[src/rtl/mac_accum_pkg.sv]
// mac_accum_pkg: shared definitions for the MAC result accumulator slice.
//   - default widths for the partial product, accumulator and beat counter
//   - group-accumulation state enum
//   - saturation limit helpers (two's complement bounds for a given width,
//     returned in 64 bits; callers truncate to their accumulator width)
package mac_accum_pkg;

  localparam int DEF_IN_W  = 32;
  localparam int DEF_ACC_W = 32;
  localparam int DEF_CNT_W = 16;

  typedef enum logic [0:0] {
    ST_IDLE  = 1'b0,  // accumulator empty, next beat starts a group
    ST_ACCUM = 1'b1   // at least one beat summed, ilast not yet seen
  } state_t;

  // Largest positive value representable in w-bit two's complement.
  function automatic logic [63:0] sat_max(input int w);
    return (64'd1 << (w - 1)) - 64'd1;
  endfunction

  // Most negative value representable in w-bit two's complement.
  function automatic logic [63:0] sat_min(input int w);
    return ~sat_max(w);
  endfunction

endpackage

[src/rtl/mac_accum_outreg.sv]
// mac_accum_outreg: one-entry output holding register with valid/ready.
//   clock, resetn      : clock, asynchronous active-low reset
//   load               : a finished group sum is presented this cycle
//   load_result/count/sat : values captured when load is high
//   iready             : downstream accepts the held result
//   oready             : register can take a new group this cycle
//                        (empty, or being drained in the same cycle)
//   ovalid, result, count, osat : registered result; stable while
//                        ovalid && !iready
module mac_accum_outreg #(
  parameter int ACC_W = 32,
  parameter int CNT_W = 16
) (
  input  logic             clock,
  input  logic             resetn,
  input  logic             load,
  input  logic [ACC_W-1:0] load_result,
  input  logic [CNT_W-1:0] load_count,
  input  logic             load_sat,
  input  logic             iready,
  output logic             oready,
  output logic             ovalid,
  output logic [ACC_W-1:0] result,
  output logic [CNT_W-1:0] count,
  output logic             osat
);

  logic             valid_r;
  logic [ACC_W-1:0] result_r;
  logic [CNT_W-1:0] count_r;
  logic             sat_r;

  // Accept a new group when empty or when the held one leaves this cycle.
  always_comb begin
    oready = !valid_r || iready;
  end

  // Holding register: load has priority, drain clears valid, else hold.
  always_ff @(posedge clock or negedge resetn) begin
    if (!resetn) begin
      valid_r  <= 1'b0;
      result_r <= '0;
      count_r  <= '0;
      sat_r    <= 1'b0;
    end else if (load) begin
      valid_r  <= 1'b1;
      result_r <= load_result;
      count_r  <= load_count;
      sat_r    <= load_sat;
    end else if (iready) begin
      valid_r  <= 1'b0;
    end else begin
      valid_r  <= valid_r;
    end
  end

  assign ovalid = valid_r;
  assign result = result_r;
  assign count  = count_r;
  assign osat   = sat_r;

endmodule

[src/rtl/mac_result_accumulator.sv]
// mac_result_accumulator: sums signed MAC partial products over a group of
// beats terminated by ilast and presents the group sum with its beat count.
//   clock, resetn     : clock, asynchronous active-low reset
//   ivalid/oready     : beat handshake (idata signed partial product, ilast)
//   ovalid/iready     : result handshake
//   result            : signed group sum, count: beats in that group
//   osat              : group result clamped at least once
// Optional feature macro MAC_ACCUM_SATURATE_EN: when defined every add
// saturates to the ACC_W signed range and osat reports a clamp in the
// group; when undefined adds wrap and osat is constant 0.
module mac_result_accumulator
  import mac_accum_pkg::*;
#(
  parameter int IN_W  = DEF_IN_W,
  parameter int ACC_W = DEF_ACC_W,
  parameter int CNT_W = DEF_CNT_W
) (
  input  logic             clock,
  input  logic             resetn,
  input  logic             ivalid,
  output logic             oready,
  input  logic [IN_W-1:0]  idata,
  input  logic             ilast,
  output logic             ovalid,
  input  logic             iready,
  output logic [ACC_W-1:0] result,
  output logic [CNT_W-1:0] count,
  output logic             osat
);

  state_t           state_r;
  state_t           state_nxt_s;
  logic [ACC_W-1:0] acc_r;
  logic [CNT_W-1:0] cnt_r;
  logic [ACC_W-1:0] acc_base_s;
  logic [CNT_W-1:0] cnt_base_s;
  logic [ACC_W-1:0] idata_ext_s;
  logic [ACC_W-1:0] sum_s;
  logic [CNT_W-1:0] cnt_inc_s;
  logic             grp_sat_s;
  logic             beat_s;
  logic             group_done_s;

  assign beat_s       = ivalid & oready;
  assign group_done_s = beat_s & ilast;
  assign idata_ext_s  = ACC_W'($signed(idata));

  // A new group starts from zero; otherwise continue from the running sum.
  always_comb begin
    acc_base_s = '0;
    cnt_base_s = '0;
    if (state_r == ST_ACCUM) begin
      acc_base_s = acc_r;
      cnt_base_s = cnt_r;
    end else begin
      acc_base_s = '0;
      cnt_base_s = '0;
    end
  end

  // Beat counter sticks at all-ones; beats past that are still summed.
  always_comb begin
    cnt_inc_s = cnt_base_s;
    if (&cnt_base_s) begin
      cnt_inc_s = cnt_base_s;
    end else begin
      cnt_inc_s = cnt_base_s + CNT_W'(1);
    end
  end

`ifdef MAC_ACCUM_SATURATE_EN
  localparam logic [ACC_W-1:0] SAT_MAX = ACC_W'(sat_max(ACC_W));
  localparam logic [ACC_W-1:0] SAT_MIN = ACC_W'(sat_min(ACC_W));

  logic [ACC_W:0] sum_wide_s;
  logic           clamp_s;
  logic           sat_r;

  // One guard bit: overflow when the true sign differs from the ACC_W sign.
  always_comb begin
    sum_wide_s = {acc_base_s[ACC_W-1], acc_base_s}
               + {idata_ext_s[ACC_W-1], idata_ext_s};
    clamp_s    = sum_wide_s[ACC_W] ^ sum_wide_s[ACC_W-1];
    sum_s      = sum_wide_s[ACC_W-1:0];
    if (clamp_s) begin
      sum_s = sum_wide_s[ACC_W] ? SAT_MIN : SAT_MAX;
    end else begin
      sum_s = sum_wide_s[ACC_W-1:0];
    end
    grp_sat_s = clamp_s | ((state_r == ST_ACCUM) & sat_r);
  end

  // Sticky clamp flag for the group in progress.
  always_ff @(posedge clock or negedge resetn) begin
    if (!resetn) begin
      sat_r <= 1'b0;
    end else if (group_done_s) begin
      sat_r <= 1'b0;
    end else if (beat_s) begin
      sat_r <= grp_sat_s;
    end else begin
      sat_r <= sat_r;
    end
  end
`else
  // Plain modulo-2^ACC_W accumulation.
  always_comb begin
    sum_s     = acc_base_s + idata_ext_s;
    grp_sat_s = 1'b0;
  end
`endif

  // Next state: ilast closes the group, any other beat keeps accumulating.
  always_comb begin
    state_nxt_s = state_r;
    case (state_r)
      ST_IDLE, ST_ACCUM: begin
        if (beat_s) begin
          state_nxt_s = ilast ? ST_IDLE : ST_ACCUM;
        end else begin
          state_nxt_s = state_r;
        end
      end
      default: state_nxt_s = ST_IDLE;
    endcase
  end

  // State register.
  always_ff @(posedge clock or negedge resetn) begin
    if (!resetn) begin
      state_r <= ST_IDLE;
    end else begin
      state_r <= state_nxt_s;
    end
  end

  // Running sum and beat count; cleared once the group is handed off.
  always_ff @(posedge clock or negedge resetn) begin
    if (!resetn) begin
      acc_r <= '0;
      cnt_r <= '0;
    end else if (group_done_s) begin
      acc_r <= '0;
      cnt_r <= '0;
    end else if (beat_s) begin
      acc_r <= sum_s;
      cnt_r <= cnt_inc_s;
    end else begin
      acc_r <= acc_r;
      cnt_r <= cnt_r;
    end
  end

  mac_accum_outreg #(
    .ACC_W (ACC_W),
    .CNT_W (CNT_W)
  ) u_outreg (
    .clock       (clock),
    .resetn      (resetn),
    .load        (group_done_s),
    .load_result (sum_s),
    .load_count  (cnt_inc_s),
    .load_sat    (grp_sat_s),
    .iready      (iready),
    .oready      (oready),
    .ovalid      (ovalid),
    .result      (result),
    .count       (count),
    .osat        (osat)
  );

endmodule

[config.mk]
export PLATFORM = sky130hd
export DESIGN_NAME = mac_result_accumulator
export DESIGN_NICKNAME = d
export VERILOG_FILES = /design/src/rtl/mac_accum_pkg.sv /design/src/rtl/mac_accum_outreg.sv /design/src/rtl/mac_result_accumulator.sv
export SDC_FILE = /design/constraint.sdc
export NUM_CORES = 1
export LEC_CHECK = 0
export ABC_AREA = 1
export BUFFER_PORTS_ARGS = -buffer_cell sky130_fd_sc_hd__buf_2
export CAP_MARGIN = 25
export CORE_MARGIN = 5
export CORE_UTILIZATION = 30
export DETAILED_ROUTE_END_ITERATION = 6
export PLACE_DENSITY = 0.5
export SYNTH_ARGS = -nofsm -noshare
export SYNTH_HDL_FRONTEND = slang
export SYNTH_SLANG_ARGS = --single-unit
[constraint.sdc]
create_clock -name clock -period 4.2 [get_ports clock]
set_input_delay 0.42 -clock clock [delete_from_list [all_inputs] [get_ports clock]]
set_output_delay 0.42 -clock clock [all_outputs]
set_load 0.02 [all_outputs]
==> results of run 1 <==
[power groups by stage]
stage               Clock (mW)  Combinational [mW]  Sequential [mW]
floorplan                    0               0.495             1.27
finish                   0.865               0.868             1.16
global placement             0               0.872             1.18
global route             0.929               0.989             1.18
CTS                      0.896               0.883             1.16
detailed placement           0               0.878             1.18
[critical path, stage by stage, from the launching register on]
cell,delay [ps]
dfrtp_1,380
buf_4,240
nand2_1,90
inv_1,40
ha_1,210
fa_1,470
nand3_1,120
nand3_1,160
nand3_1,110
nand3_1,190
nand2_1,170
nand3_1,110
nand3_1,110
nand2_1,60
[metal layers]
| metal | GRT usage, % | up-vias |
|---|---|---|
| met5 | 0 | - |
| met4 | 3.01 | 0 |
| met3 | 3.20 | 13 |
| met2 | 26.5 | 130 |
| met1 | 22.3 | 2836 |
| li1 | - | 3338 |
[synthesized netlist by cell type, drive strengths merged]
| master | instances |
|---|---|
| nand3 | 71 |
| o21bai | 3 |
| fa | 1 |
| conb | 1 |
| clkbuf | 14 |
| a22o | 6 |
| and2 | 1 |
| inv | 158 |
| or2 | 1 |
| a21oi | 21 |
| buf | 14 |
| nor3 | 9 |
| a21o | 1 |
| nand4 | 6 |
| xor2 | 15 |
| o21ai | 29 |
| nor2 | 58 |
| nand2 | 489 |
| dfrtp | 98 |
| nand3b | 4 |
| ha | 32 |
| xnor2 | 11 |
[flip-flops by register name (all words and copies together), names as in the netlist]
name             count
u_outreg.ovalid      1
cnt_r               16
u_outreg.result     32
state_r              1
acc_r               32
u_outreg.count      16
[worst max-delay path by stage]
stage | slack, ps | depth (start not counted) | startpoint | end
after floorplan | 1720 | 16 | state_r | acc_r[28]
after global placement | 1590 | 13 | state_r | u_outreg.result[28]
after detailed placement | 1610 | 13 | state_r | u_outreg.result[28]
after CTS | 1580 | 13 | state_r | u_outreg.result[28]
after global routing | 1400 | 13 | state_r | u_outreg.result[28]
final | 1620 | 13 | state_r | u_outreg.result[28]
[per-stage QoR]
| stage | util [%] | std cells | power [mW] | area [um^2] |
|---|---|---|---|---|
| 5_1_grt | 34.7 | 1412 | 3.10 | 7790 |
| 2_1_floorplan | - | 1043 | 1.76 | 6770 |
| 4_1_cts | 34.7 | 1412 | 2.94 | 7790 |
| 6_report | 34.7 | 1412 | 2.89 | 7790 |
| 3_3_place_gp | 33.3 | 1395 | 2.05 | 7470 |
| 3_5_place_dp | 33.3 | 1395 | 2.06 | 7470 |
[logic make-up after synthesis]
kind of cell,after synthesis
and+or+nand+nor,639
buffers and inverters,186
DFF,98
AOI/OAI and AO/OA,60
adders and majority gates,33
xor gates and xnor gates,26
other,1
[final cells by class]
class | instances | area (um^2)
clock buffer | 9 | 225
inverter | 158 | 593
multi-input combinational | 759 | 3570
timing repair buffer | 96 | 510
sequential | 98 | 2450
tap | 285 | 357
fill | 2523 | 14600
clock inverter | 7 | 81.3
==> flow_metrics.tcl, run 1 <==
set metrics [dict create \
    drt_wl_total_um 20100 \
    track_usage_pct 16.1 \
    antenna_cells 0 \
    synth_top_cell_by_area "dfrtp_1" \
    io_pins 88 \
    slew_viol_final 0 \
    skew_ps 12.4 \
    status "finished clean" \
    p_clk_share_pct 29.9 \
    die-area_mm2 0.0257 \
    rsz0062_at_grt "no" \
    fin_setup_tns_ps 0 \
    cts_tree "yes" \
    dpl_worst_slack_ps 1610 \
    vias_per_cell 4.47 \
    dr_wl_met3_um 941 \
    top_layer_used "met4" \
    grt_pass1_wl_um 33300 \
    fin_nets 1192 \
    p_int_mw 1.79 \
    wl_met2_um 8970 \
    core_area_mm2 0.0224 \
    worst_pin_slew_ps 895 \
    powerDensity_mw_per_mm2 371 \
    max_cap_violations 0 \
    synthCells 1043 \
    finalSetupViolCount 0 \
    clk_latency_ps 360 \
    mostFrequentLayoutCell "nand2_1" \
    startpoint_type "register" \
    r2r-start "state_r" \
    yosysWarnings 0 \
    clock-sinks 98 \
    power_switching_mw 1.11 \
    grt_overflow 0 \
    cts_buffer_depth 2 \
    arrival_ps 2820 \
    post_cts_buffers 0 \
    ys_ff_latch 98 \
    hold_path_end "u_outreg.ovalid" \
    switching_share_pct 38.3 \
    holdCritStartpoint "iready" \
    period_needed_ps 2580 \
    rows 55 \
    clk_pin_slew_ps 80 \
    yosysSeqAreaShare_pct 36.2 \
    yosys-top-cells-area "dfrtp_1, nand2_1, inv_1, ha_1, nand3_1" \
    p_seq_share_pct 40.1 \
    finalWorstSetupSlack_ps 1620 \
    cp.required_ps 4450 \
    hold_slack_ps 334 \
    port_buffers 86 \
    hold_depth 4 \
    synth_simple_gate_area_share_pct 38.1 \
    regToRegSetupSlack_ps 1620 \
    drt_iter0_markers 368 \
    synth_cell_type_count 32 \
    pwr-share-comb_pct 30.0 \
    r2r-end "u_outreg.result[28]" \
    cts_hold_buf 1 \
    die_h_um 160 \
    ant_nets 0 \
    area_growth_pct 15.1 \
    wire_per_inst_um 14.2 \
    drive_gt1_share_pct 11.4 \
    cts_buffers 9 \
    hp-class "input pin to register" \
    grt_max_degree 61 \
    grt_pass1_vias 6314 \
    drc 0 \
    synth-compound-area-share_pct 4.92 \
    layout_common_cells "nand2_1, inv_1, dfrtp_1" \
    cts-root-buf "clkbuf_16" \
    synth_xor_area_share_pct 3.36 \
    gp_congestion 0.865 \
    vias 6317 \
    firstDrtPassIters 5 \
    path_class "register to register" \
    antenna_found_initial 0 \
    end_kind "register" \
    synth_nets 1113 \
    synth_top_family_by_area "simple AND/OR/NAND/NOR gates" \
    start_util_pct 30.2 \
    hpwl_um 15200 \
    synthMuxAreaShare_pct 0 \
    peakVddDrop_mv 0.192 \
    fmax_ghz 0.388 \
    fin_crit_sh_pct 61.3 \
    final-hold-violation-count 0 \
    synthAdderAreaFrac_pct 6.21 \
    cts_resized 0 \
    yosysTopAreaCellShare_pct 36.2 \
    htree_levels 3 \
    fp.dieW_um 160 \
    maxSlewHeadroom_pct 40.2 \
    wl_met1_um 9930 \
    reg2regPathDepth 13 \
    syn_area_mm2 0.00677 \
    avgSynthCellArea_um2 6.49 \
    cp_max_fo 26 \
    power.leakage_nw 4.79 \
]
No activity file was read; power rests on OpenSTA's default activity.
==> run 2: changes to the inputs <==
Clock period 4.2 ns to 2.7 ns, I/O delays scaled along.
==> run 2 against run 1 <==
Hold slack got worse by 150 ps. Critical path depth fell by 1. Non-clock buffer count decreased by 1. Largest cell class unchanged. Highest routed layer unchanged.
==> flow_metrics.tcl, run 2 (same netlist as run 1, synthesis figures left out) <==
set metrics [dict create \
    status "finished clean" \
    grt_pass1_wl_um 32300 \
    hpwl_um 15000 \
    crit_chain "buf_4, nand2_1, inv_1, fa_1, nand3_1, nand3_1, nand3_1, nand3_1, nand2_1, nand3_1, nand3_1, nand2_1" \
    final_cell_count_no_fill 1411 \
    slew_viol_final 0 \
    finalSetupViolCount 0 \
    track_usage_pct 15.6 \
    cts_hold_buf 1 \
    cp.depth 12 \
    regToRegSetupSlack_ps 240 \
    startpoint "state_r" \
    wire_per_inst_um 14.1 \
    core_area_mm2 0.0224 \
    rsz0062_at_grt "no" \
    endpoint "u_outreg.result[28]" \
    power.leakage_nw 4.80 \
    start_util_pct 30.2 \
    slowest_stage "fa_1" \
    critPathBufInv 2 \
    dp.cells 1394 \
    clk_latency_ps 360 \
    hp-class "input pin to register" \
    mostFrequentLayoutCell "nand2_1" \
    dpl_worst_slack_ps 271 \
    fin_nets 1191 \
    r2r-end "u_outreg.result[28]" \
    end_kind "register" \
    cts_resized 0 \
    fin_crit_sh_pct 91.1 \
    powerDensity_mw_per_mm2 587 \
    cp.required_ps 2940 \
    maxSlewHeadroom_pct 51.2 \
    critPathMaxStageDelay_ps 480 \
    hold_slack_ps 184 \
    drive_gt1_share_pct 11.4 \
    vias_per_cell 4.45 \
    ant_nets 0 \
    peakVddDrop_mv 0.295 \
    post_cts_buffers 0 \
    r2r-start "state_r" \
    area_growth_pct 15.5 \
    gp_congestion 0.878 \
    crit_path_frequent_cell "nand3_1" \
    cp_max_fo 15 \
    skew_ps 13.1 \
    fp.dieW_um 160 \
    vias 6285 \
    period_needed_ps 2460 \
    place_area_mm2 0.00749 \
    fillers 2450 \
    cp_top_family "simple AND/OR/NAND/NOR gates" \
    firstDrtPassIters 7 \
    finalWorstSetupSlack_ps 240 \
    cts_tree "yes" \
    multi_input_area_mm2 0.00357 \
    cts_buffer_depth 2 \
    antenna_cells 0 \
    drt_wl_total_um 19900 \
    antenna_found_initial 0 \
    path_class "register to register" \
    fin_area_mm2 0.00782 \
    port_buffers 86 \
    grt_overflow 0 \
    arrival_ps 2700 \
    reg2regPathDepth 12 \
    final-hold-violation-count 0 \
    clk_pin_slew_ps 80 \
    startpoint_type "register" \
    max_cap_violations 0 \
    grt_max_degree 61 \
    io_pins 88 \
    drc 0 \
    die-area_mm2 0.0257 \
    layout_common_cells "nand2_1, inv_1, dfrtp_1" \
    fin_setup_tns_ps 0 \
    htree_levels 3 \
    cts_buffers 9 \
    grt_pass1_vias 6146 \
    clock-sinks 98 \
    seqCellArea_mm2 0.00245 \
    worst_pin_slew_ps 731 \
    die_h_um 160 \
    drt_iter0_markers 431 \
    rows 55 \
    cts-root-buf "clkbuf_16" \
    fmax_ghz 0.406 \
]
-- run 2: cell count changes in the layout (fill, tap and decap cells not counted) --
cell,delta
bufinv_16,+1
buf_12,+2
inv_8,+1
clkinvlp_4,+1
inv_6,-1
buf_4,-3
clkinv_4,-1
clkinv_8,-1
-- run 2: how the worst min path moves through the flow --
stage / from / to / slack (ps) / cells after the start
3_3_place_gp: resetn / u_outreg.count[13] / 320 / 1
3_5_place_dp: resetn / u_outreg.count[13] / 320 / 1
2_1_floorplan: resetn / acc_r[0] / -30 / 0
4_1_cts: iready / u_outreg.ovalid / 170 / 4
6_report: iready / u_outreg.ovalid / 180 / 4
5_1_grt: iready / u_outreg.ovalid / 200 / 4
-- run 2: power by group --
group          total, mW  internal (mW)  switching (mW)  leakage, nW
Combinational       1.35          0.440           0.914         3.36
Clock               1.43          0.750           0.680        0.154
Sequential          1.81           1.68           0.128         1.28
-- run 2: worst min-delay path, stage by stage --
cell     delay, ps
buf_2           70
inv_1           30
nand2_1         80
nand2_1         60
-- run 2: cell type report --
| type | count | share of cell area (%) |
|---|---|---|
| multi-input combinational | 759 | 45.6 |
| sequential | 98 | 31.4 |
| inverter | 158 | 7.58 |
| timing repair buffer | 95 | 6.75 |
| tap | 285 | 4.56 |
| clock buffer | 9 | 2.88 |
| clock inverter | 7 | 1.23 |
-- run 2: layer usage --
| metal | vias to the layer above | track usage (%) | routed length (um) |
|---|---|---|---|
| li1 | 3318 | - | - |
| met1 | 2839 | 22.0 | 9950 |
| met2 | 115 | 25.2 | 8930 |
| met3 | 13 | 3.15 | 866 |
| met4 | 0 | 2.89 | 180 |
| met5 | - | 0 | 0 |
-- run 2: per-stage QoR --
stage,utilization (%),power (mW)
floorplan,-,2.74
global placement,33.4,3.20
detailed placement,33.4,3.21
CTS,34.9,4.68
global route,34.9,4.90
finish,34.9,4.59
==> run 3: changes to the inputs <==
Settings changed: CORE_ASPECT_RATIO from default to 1.1.
==> run 3 against run 2 <==
Combinational power about the same. Hold slack improved by 9.8 ps. Sequential share of layout area shrank 0.19 points. Final cell count increased by 0.99%. Via count increased by 1.5%. Critical endpoint is now u_outreg.result[30]. Highest routed layer unchanged.
==> flow_metrics.tcl, run 3 (same netlist as run 1, synthesis figures left out) <==
set metrics [dict create \
    cp_max_fo 12 \
    dr_wl_met3_um 766 \
    grt_pass1_wl_um 34100 \
    slowest_stage "dfrtp_1" \
    vias 6378 \
    antenna_found_initial 0 \
    vias_per_cell 4.48 \
    htree_levels 3 \
    cp.required_ps 2950 \
    grt_max_degree 61 \
    die_h_um 168 \
    firstDrtPassIters 5 \
    power_switching_mw 1.69 \
    pwr-share-comb_pct 29.5 \
    drt_wl_total_um 20400 \
    drt_iter0_markers 358 \
    cts_buffers 9 \
    end_kind "register" \
    grt_overflow 0 \
    wl_met1_um 9950 \
    clk_latency_ps 360 \
    fin_setup_tns_ps 0 \
    fmax_ghz 0.416 \
    gp_congestion 0.900 \
    cts-root-buf "clkbuf_16" \
    layout_common_cells "nand2_1, inv_1, dfrtp_1" \
    arrival_ps 2660 \
    core_area_mm2 0.0222 \
    fin_crit_sh_pct 89.1 \
    die-area_mm2 0.0257 \
    critPathMaxStageDelay_ps 410 \
    hpwl_um 15500 \
    clk_pin_slew_ps 80 \
    rows 57 \
    powerDensity_mw_per_mm2 591 \
    cts_tree "yes" \
    worst_pin_slew_ps 666 \
    fin_util_pct 35.5 \
    max_cap_violations 0 \
    area_growth_pct 16.3 \
    cts_resized 0 \
    rsz0062_at_grt "no" \
    p_seq_share_pct 38.9 \
    drive_gt1_share_pct 11.7 \
    finalSetupViolCount 0 \
    ant_nets 0 \
    slew_viol_final 0 \
    peakVddDrop_mv 0.297 \
    maxSlewHeadroom_pct 55.6 \
    crit_path_frequent_cell "nand2_1" \
    wl_met2_um 9330 \
    crit_chain "buf_4, nand2_1, inv_1, ha_1, fa_1, buf_4, nand2_1, nand3_1, nand2_1, nand2_1, nand2_1, nand3_1, nand3_1, nand2_1" \
    track_usage_pct 16.4 \
    status "finished clean" \
    port_buffers 86 \
    antenna_cells 0 \
    start_util_pct 30.5 \
    period_needed_ps 2400 \
    skew_ps 8.74 \
    top_layer_used "met4" \
    path_class "register to register" \
    p_clk_share_pct 31.6 \
    hp-class "input pin to register" \
    clock-sinks 98 \
    switching_share_pct 36.4 \
    startpoint_type "register" \
    wire_per_inst_um 14.3 \
    power.leakage_nw 4.83 \
    mostFrequentLayoutCell "nand2_1" \
    final-hold-violation-count 0 \
    drc 0 \
    io_pins 88 \
    grt_pass1_vias 6539 \
    p_int_mw 2.95 \
    cts_buffer_depth 2 \
    fin_nets 1195 \
    fp.dieW_um 153 \
]
-- run 3: power by group through the flow --
stage | Clock [mW] | Sequential, mW | Combinational (mW)
detailed placement | 0 | 1.84 | 1.39
global placement | 0 | 1.84 | 1.38
floorplan | 0 | 1.97 | 0.770
finish | 1.47 | 1.81 | 1.37
CTS | 1.51 | 1.81 | 1.39
global route | 1.57 | 1.84 | 1.56
-- run 3: what timing repair did --
| item | 4_1_cts | 5_1_grt |
|---|---|---|
| hold endpoints to repair | 37 | 0 |
| hold buffers | 1 | 0 |
| buffers inserted | 0 | 0 |
-- run 3: final timing paths --
| path | end | from | depth (start not counted) | slack (ps) |
|---|---|---|---|---|
| min reg2reg | u_outreg.count[8] | u_outreg.count[8] | 2 | 470 |
| max in group asynchronous | u_outreg.result[7] | resetn | 3 | 1620 |
| max reg2reg | u_outreg.result[30] | state_r | 14 | 300 |
| max | u_outreg.result[30] | state_r | 14 | 300 |
| min | u_outreg.ovalid | iready | 4 | 190 |
| min in group asynchronous | u_outreg.count[7] | resetn | 2 | 440 |
-- run 3: worst max-delay path, delay by kind of cell, from the launching register on --
kind | cells | cell delay (ps)
fa+ha+maj | 2 | 610
buf+inv | 3 | 390
flops | 1 | 410
simple gates | 9 | 900
-- run 3: layout make-up --
class,count,area [um^2]
Fill cell,2463,14300
Timing Repair Buffer,99,558
Clock inverter,7,101
Sequential cell,98,2450
Clock buffer,9,225
Tap cell,295,369
Multi-Input combinational cell,759,3570
Inverter,158,593
-- run 3: metrics by stage --
step	worst slack, ps	area, um^2	power, mW	hold slack (ps)	std cells
after floorplan	224	6770	2.74	-25.6	1043
after global placement	310	7530	3.22	308	1408
after detailed placement	289	7530	3.23	303	1408
after CTS	287	7870	4.72	178	1425
after global routing	3.78	7870	4.96	220	1425
final	295	7870	4.65	193	1425
-- run 3: routing by layer --
metal  vias up  global-route usage [%]
met1      2895                    22.1
met5         -                       0
li1       3343                       -
met3        18                    2.27
met4         0                    4.96
met2       122                    27.5
